==> src/rtl/riscv_v_pkg.sv <==
// Shared vector-unit types: pipeline controller FSM states and depth limit.
package riscv_v_pkg;

  localparam int RISCV_V_PIPE_CTRL_MAX_STAGES = 16;

  typedef enum logic [1:0] {
    RUN   = 2'd0,
    DRAIN = 2'd1,
    HALT  = 2'd2
  } riscv_v_pipe_ctrl_state_e;

endpackage

==> src/rtl/riscv_v_pipe_ctrl_if.sv <==
// Handshake, flush/drain and per-stage control bundle of the vector pipe controller.
interface riscv_v_pipe_ctrl_if #(
  parameter int NUM_STAGES = 3,
  parameter int CNT_W      = $clog2(NUM_STAGES + 1)
);
  logic                  in_valid;
  logic                  in_ready;
  logic                  out_valid;
  logic                  out_ready;
  logic                  flush_req;
  logic                  drain_req;
  logic [NUM_STAGES-1:0] stage_en;
  logic                  stage_flush;
  logic [NUM_STAGES-1:0] stage_valid;
  logic [CNT_W-1:0]      occupancy;
  logic                  drained;

  // master is the controller itself; slave is the surrounding pipeline/issue side
  modport master (
    input  in_valid, out_ready, flush_req, drain_req,
    output in_ready, out_valid, stage_en, stage_flush, stage_valid, occupancy, drained
  );

  modport slave (
    output in_valid, out_ready, flush_req, drain_req,
    input  in_ready, out_valid, stage_en, stage_flush, stage_valid, occupancy, drained
  );
endinterface

==> src/rtl/riscv_v_pipe_ctrl.sv <==
// Valid tracking, bubble-collapsing stage enables, flush and drain/halt sequencing
// for a NUM_STAGES-deep vector pipeline.
module riscv_v_pipe_ctrl
  import riscv_v_pkg::*;
#(
  parameter int NUM_STAGES = 3,
  parameter int CNT_W      = $clog2(NUM_STAGES + 1)
) (
  input  logic                 clk,
  input  logic                 rst,
  riscv_v_pipe_ctrl_if.master  bus
);

  logic [NUM_STAGES-1:0]    valid_q;
  logic [NUM_STAGES-1:0]    valid_d;
  riscv_v_pipe_ctrl_state_e state_q;
  riscv_v_pipe_ctrl_state_e state_d;
  logic [NUM_STAGES-1:0]    stage_en_s;
  logic                     in_ready_s;
  logic [CNT_W-1:0]         occ_s;

  function automatic logic [CNT_W-1:0] popcount(input logic [NUM_STAGES-1:0] v);
    logic [CNT_W-1:0] c;
    c = {CNT_W{1'b0}};
    for (int i = 0; i < NUM_STAGES; i++) begin
      c = c + CNT_W'(v[i]);
    end
    return c;
  endfunction

  assign occ_s = popcount(valid_q);

  // Enable chain from the tail: a stage moves when empty or its successor moves
  always_comb begin
    stage_en_s = {NUM_STAGES{1'b0}};
    stage_en_s[NUM_STAGES-1] = !valid_q[NUM_STAGES-1] || bus.out_ready;
    for (int i = NUM_STAGES - 2; i >= 0; i--) begin
      stage_en_s[i] = !valid_q[i] || stage_en_s[i+1];
    end
  end

  // Next valid vector; flush wins over every load
  always_comb begin
    in_ready_s = stage_en_s[0] && (state_q == RUN) && !bus.flush_req;
    valid_d    = valid_q;
    if (stage_en_s[0]) begin
      valid_d[0] = bus.in_valid && in_ready_s;
    end else begin
      valid_d[0] = valid_q[0];
    end
    for (int i = 1; i < NUM_STAGES; i++) begin
      if (stage_en_s[i]) begin
        valid_d[i] = valid_q[i-1];
      end else begin
        valid_d[i] = valid_q[i];
      end
    end
    if (bus.flush_req) begin
      valid_d = {NUM_STAGES{1'b0}};
    end else begin
      valid_d = valid_d;
    end
  end

  // Drain/halt sequencing; a flush collapses straight to HALT or RUN
  always_comb begin
    state_d = state_q;
    case (state_q)
      RUN: begin
        if (bus.drain_req) state_d = DRAIN;
        else               state_d = RUN;
      end
      DRAIN: begin
        if (!bus.drain_req)               state_d = RUN;
        else if (occ_s == {CNT_W{1'b0}})  state_d = HALT;
        else                              state_d = DRAIN;
      end
      HALT: begin
        if (!bus.drain_req) state_d = RUN;
        else                state_d = HALT;
      end
      default: state_d = RUN;
    endcase
    if (bus.flush_req) begin
      state_d = bus.drain_req ? HALT : RUN;
    end else begin
      state_d = state_d;
    end
  end

  // State and valid registers
  always_ff @(posedge clk or posedge rst) begin
    if (rst) begin
      valid_q <= {NUM_STAGES{1'b0}};
      state_q <= RUN;
    end else begin
      valid_q <= valid_d;
      state_q <= state_d;
    end
  end

  assign bus.stage_en    = stage_en_s;
  assign bus.in_ready    = in_ready_s;
  assign bus.out_valid   = valid_q[NUM_STAGES-1] && !bus.flush_req;
  assign bus.stage_flush = bus.flush_req;
  assign bus.stage_valid = valid_q;
  assign bus.occupancy   = occ_s;
  assign bus.drained     = (state_q == HALT);

endmodule

==> src/flat_wrapper.sv <==
// flat-port wrapper written by rule: the top's interface ports become plain ports
module riscv_v_pipe_ctrl_flat import riscv_v_pkg::*;
#(
  parameter int NUM_STAGES = 3,
  parameter int CNT_W      = $clog2(NUM_STAGES + 1)
)
  (clk, rst, bus_in_valid, bus_out_ready, bus_flush_req, bus_drain_req, bus_in_ready, bus_out_valid, bus_stage_en, bus_stage_flush, bus_stage_valid, bus_occupancy, bus_drained);
  riscv_v_pipe_ctrl_if #(.NUM_STAGES(NUM_STAGES), .CNT_W(CNT_W)) bus_i ();
  input  logic clk;
  input  logic rst;
  input wire logic [$bits(bus_i.in_valid)-1:0] bus_in_valid;
  input wire logic [$bits(bus_i.out_ready)-1:0] bus_out_ready;
  input wire logic [$bits(bus_i.flush_req)-1:0] bus_flush_req;
  input wire logic [$bits(bus_i.drain_req)-1:0] bus_drain_req;
  output wire logic [$bits(bus_i.in_ready)-1:0] bus_in_ready;
  output wire logic [$bits(bus_i.out_valid)-1:0] bus_out_valid;
  output wire logic [$bits(bus_i.stage_en)-1:0] bus_stage_en;
  output wire logic [$bits(bus_i.stage_flush)-1:0] bus_stage_flush;
  output wire logic [$bits(bus_i.stage_valid)-1:0] bus_stage_valid;
  output wire logic [$bits(bus_i.occupancy)-1:0] bus_occupancy;
  output wire logic [$bits(bus_i.drained)-1:0] bus_drained;
  assign bus_i.in_valid = bus_in_valid;
  assign bus_i.out_ready = bus_out_ready;
  assign bus_i.flush_req = bus_flush_req;
  assign bus_i.drain_req = bus_drain_req;
  assign bus_in_ready = bus_i.in_ready;
  assign bus_out_valid = bus_i.out_valid;
  assign bus_stage_en = bus_i.stage_en;
  assign bus_stage_flush = bus_i.stage_flush;
  assign bus_stage_valid = bus_i.stage_valid;
  assign bus_occupancy = bus_i.occupancy;
  assign bus_drained = bus_i.drained;
  riscv_v_pipe_ctrl #(.NUM_STAGES(NUM_STAGES), .CNT_W(CNT_W)) u_core (.clk(clk), .rst(rst), .bus(bus_i));
endmodule
==> config.mk <==
export PLATFORM = sky130hd
export DESIGN_NAME = riscv_v_pipe_ctrl_flat
export DESIGN_NICKNAME = d
export VERILOG_FILES = /design/src/rtl/riscv_v_pkg.sv /design/src/rtl/riscv_v_pipe_ctrl_if.sv /design/src/rtl/riscv_v_pipe_ctrl.sv /design/src/flat_wrapper.sv
export SDC_FILE = /design/constraint.sdc
export NUM_CORES = 1
export LEC_CHECK = 0
export BUFFER_PORTS_ARGS = -buffer_cell sky130_fd_sc_hd__clkbuf_2
export CAP_MARGIN = 20
export CORE_AREA = 2 2 39 41
export DETAILED_ROUTE_END_ITERATION = 8
export DIE_AREA = 0 0 41 43
export HOLD_SLACK_MARGIN = 0.08
export SLEW_MARGIN = 0
export SYNTH_ARGS = -nofsm -noshare
export SYNTH_HDL_FRONTEND = slang
export SYNTH_SLANG_ARGS = --single-unit
==> constraint.sdc <==
create_clock -name clk -period 3.24 [get_ports clk]
set_input_delay 0.486 -clock clk [delete_from_list [all_inputs] [get_ports clk]]
set_output_delay 0.486 -clock clk [all_outputs]
set_load 0.05 [all_outputs]
Word-level counts from Yosys, hierarchy flattened. Index checks and enable logic that the tools add are counted.

Register bits after elaboration: 5.

Mux-type cells: 10. Reduce and logical (&&, ||, !) cells: 16. Equal/unequal tests: 2. $add $sub $neg: 2.

Operators by type and width (count): 2-to-1 mux 2 bit (4); one-hot mux 2 bit (3 select lines) (1); nonzero test 2 bit (3); logical AND 1 bit (4); zero test 1 bit (4); zero test 2 bit (2); 2-to-1 mux 1 bit (4); logical OR 1 bit (3); 2-to-1 mux 3 bit (1); adder 1 x 1 -> 2 bit (1); adder 2 x 1 -> 2 bit (1); equality test 2 x 1 -> 1 bit, second input constant (1); equality test 2 bit, second input constant (1).

Longest topological paths before layout.
Depth in word-level cells: 9. Mapped depth: 3. Depth with buffers taken out: 3.

Least setup slack after synthesis. No wires, ideal clock.

Path kind: reg-to-output. Start point: reg u_core.valid_q[1], in the netlist u_core.bus.stage_valid[1]. End point: out bus_in_ready. Path slack: -0.089 ns. Cell stages (with the launch flop): 3. Arrival time: 2.843 ns. Path through: dfrtp_1 > nand4b_1 > nor4b_1.

Word-level cells in the longest chain between the ends: 5.

Ends and longest elaborated chain: start, declared (RTL line riscv_v_pipe_ctrl.sv:14) `logic [NUM_STAGES-1:0] valid_q;`; start signal, assigned (RTL line riscv_v_pipe_ctrl.sv:94) `valid_q <= {NUM_STAGES{1'b0}};`; start signal, assigned (RTL line riscv_v_pipe_ctrl.sv:97) `valid_q <= valid_d;`; zero test 1 bit (RTL line riscv_v_pipe_ctrl.sv:38) `stage_en_s[i] = !valid_q[i] || stage_en_s[i+1];`; logical OR 1 bit (2 in series) (RTL line riscv_v_pipe_ctrl.sv:38); named net bus_stage_en[0] (RTL line flat_wrapper.sv:17) `output wire logic [$bits(bus_i.stage_en)-1:0] bus_stage_en;`; logical AND 1 bit (2 in series) (RTL line riscv_v_pipe_ctrl.sv:44) `in_ready_s = stage_en_s[0] && (state_q == RUN) && !bus.flush_req;`; end, declared (RTL line flat_wrapper.sv:15) `output wire logic [$bits(bus_i.in_ready)-1:0] bus_in_ready;`.

The timed path passes the listed nets, and every way through them passes these cells.

Final worst setup path.
Start point: reg u_core.valid_q[0], in the netlist u_core.bus.stage_valid[0]. End point: out bus_occupancy[0].

Word-level cells in the longest chain between the ends: 2.

Ends and longest elaborated chain: adder 1 x 1 -> 2 bit (RTL line riscv_v_pipe_ctrl.sv:26) `c = c + CNT_W'(v[i]);`; adder 2 x 1 -> 2 bit (RTL line riscv_v_pipe_ctrl.sv:26); end, declared (RTL line flat_wrapper.sv:20) `output wire logic [$bits(bus_i.occupancy)-1:0] bus_occupancy;`.

No other way between the ends.

==> results by group <==
Status
  • Status: completed

Global routing
  • First-pass GRT wire length: between 800 and 900 um
  • Initial antenna violation count: 0
  • Largest net degree at the start of global routing: 9
  • Remaining Overflow, GRT: 0
  • Vias in the first global route: 229
  • Gr usage total: 7.79%

Setup path
  • Crit end category: output port
  • CP startpoint: u_core.bus.stage_valid[0]
  • CP cell instances: fa_1 -> clkbuf_2
  • Worst-case reg-to-reg path depth: 3
  • WP data required: 2750 ps
  • Critical path launch point type: flip-flop
  • RR Endpoint: u_core.state_q[0]
  • Reg-to-Reg Start: u_core.bus.stage_valid[0]
  • Worst path top cell family by delay: adder cells
  • CP peak stage delay: 590 ps
  • Worst endpoint data arrival time: 1540 ps
  • Critical path class: flip-flop to output port
  • WP buf/inv: 1
  • FF-to-FF setup slack: 1670 ps
  • Slowest CP cell: fa_1
  • Worst-path maximum fanout: 4

Synth
  • Flip-flop and latch count after synthesis: 5
  • Post-Syn Area: 267 um^2
  • Post-Syn Instances: 25
  • Share of the yosys chip area belonging to registers: 46.9%
  • Cell variety after synth: 14
  • Synth warn: 0
  • Largest area contributor in the netlist: dfrtp_1
  • Post-synth top area share: 46.9%
  • Syn_nets: 32
  • Syn Area/Cell: 10.7 um^2
  • Ranking of synthesized cells by area: dfrtp_1 47%, fa_1 7.5%, nor4b_1 6.6%

STA
  • Setup Viol. Count Final: 0
  • Fin. max-slew vios: 0
  • Final period util: about 63%
  • Fin crit period: between 2000 and 2500 ps
  • Clock skew: 5.79 ps
  • RSZ-0062 raised after global routing: no
  • Total negative slack: 0 ps
  • Worst slew pin tran: 321 ps
  • Final Hold Fails: 0
  • Rel. slew slack: 78.3%
  • Fmax: 492 MHz

Power and ir drop
  • VDD IR max: 0.138 mV
  • PwrDens: 478 nW/um^2
  • Leakage power: 0.206 nW

Floorplan
  • Die Ht: about 43 um
  • Rows: 14
  • Core ar.: 1380 um^2
  • Initial Util: 19.3%
  • Die ar.: between 1500 and 2000 um^2
  • I/O pin cnt: 18
  • Die width: 41 um

Detailed routing
  • Drt first pass iters: 1
  • Final wirelength: 620 um
  • Vias/cell: roughly 4.2
  • WL/cell: 10.2 um
  • ANT nets after route: 0
  • Via count: 257
  • DRC: 0
  • Initial drt markers: 0

Cells and area
  • Area of the multi-input gates: 125 um^2
  • Ratio of cells with drive above 1 in the final layout: between 40% and 50%
  • Fillers: 160
  • Fin nets: 53
  • Diode count: 0
  • Layout area overhead: 49.3%
  • Register area: 125 um^2
  • Post-Route Utilization: 28.8%

Job
  • Max-cap violations: 0

Clock tree
  • Clock buffer depth: 2
  • CTS clk-pin slew, worst paths: 50 ps
  • Clk sink count: 5
  • H-Tree Depth: 1
  • Clock buffer count from CTS: 3
  • Clk root buf: clkbuf_4
  • Post-CTS resize count: 0
  • Worst-Skew Late Latency: 240 ps
  • Hold_buf cts: 0
  • CTS tree: built
  • Post-CTS setup buffer count: 0

Place
  • Hpwl dp: 514 um
  • Routability cong.: between 0.5 and 0.6
  • Port bufs: 17

Worst hold path
  • Hold Path Class: input port to asynchronous set/reset pin
## synthesized netlist by cell type
cell       n
o31a_1     1
nor4b_1    2
nand3b_1   1
a2111oi_1  1
fa_1       1
inv_1      4
nand4b_1   1
nand2b_1   1
buf_4      1
dfrtp_1    5
nor2_1     1
nor2b_1    2
a21oi_1    3
or3b_1     1
## worst max-delay path by stage
stage | to | cells after the start
CTS | bus_occupancy[0] | 2
detailed placement | bus_occupancy[0] | 2
floorplan | bus_in_ready | 2
global route | bus_occupancy[0] | 2
global placement | bus_occupancy[0] | 2
finish | bus_occupancy[0] | 2
## layout make-up
| type | count | share of cell area, % |
|---|---|---|
| sequential | 5 | 31.4 |
| clock buffer | 3 | 5.66 |
| tap | 16 | 5.03 |
| inverter | 4 | 3.77 |
| clock inverter | 1 | 1.26 |
| timing repair buffer | 17 | 21.4 |
| multi-input combinational | 15 | 31.4 |
## report_power, final
group | internal [mW] | switching [mW] | total [mW]
Clock | 0.0448 | 0.0279 | 0.0727
Sequential | 0.0659 | 0.00462 | 0.0705
Combinational | 0.0128 | 0.0343 | 0.0471
## flip-flops by register name, indices dropped and copies added (netlist names)
register	flops
u_core.bus.stage_valid	3
u_core.state_q	2
## layout by cell type, fill, tap and decap left out
master / synthesis / final
nand4b_1: 1 / 1
nor4b_2: 0 / 1
clkbuf_2: 0 / 17
inv_1: 4 / 4
nor2_1: 1 / 1
or3b_1: 1 / 1
o31a_1: 1 / 1
nor4b_1: 2 / 1
nor2b_1: 2 / 2
clkbuf_4: 0 / 3
a21oi_1: 3 / 3
nand3b_1: 1 / 1
fa_1: 1 / 1
nand2b_1: 1 / 1
a2111oi_1: 1 / 1
dfrtp_1: 5 / 5
clkinv_2: 0 / 1
## stage by stage
stage          setup slack (ps)  total power, mW  instances  hold WS (ps)  cell area [um^2]
2_1_floorplan               578            0.107         25           265               273
3_3_place_gp               1490            0.119         57           371               370
3_5_place_dp               1470            0.119         57           377               370
4_1_cts                    1200            0.193         61           114               398
5_1_grt                    1150            0.199         61           131               398
6_report                   1210            0.190         61           110               398
## layer usage
metal	track usage, %	share of wire (%)
met2	10.9	46
met1	8.91	45
met3	3.14	9.0
met5	0	0
met4	6.00	0
## kinds of logic after synthesis
group                    count (synthesis)  share of synthesized area (%)
flip-flops                               5                           46.9
AND/OR/NAND/NOR                          9                           24.4
buffers and inverters                    5                           8.45
adder cells (fa/ha/maj)                  1                           7.51
AO/OA/AOI/OAI                            5                           12.7
Power figures use the tool's default switching activity.
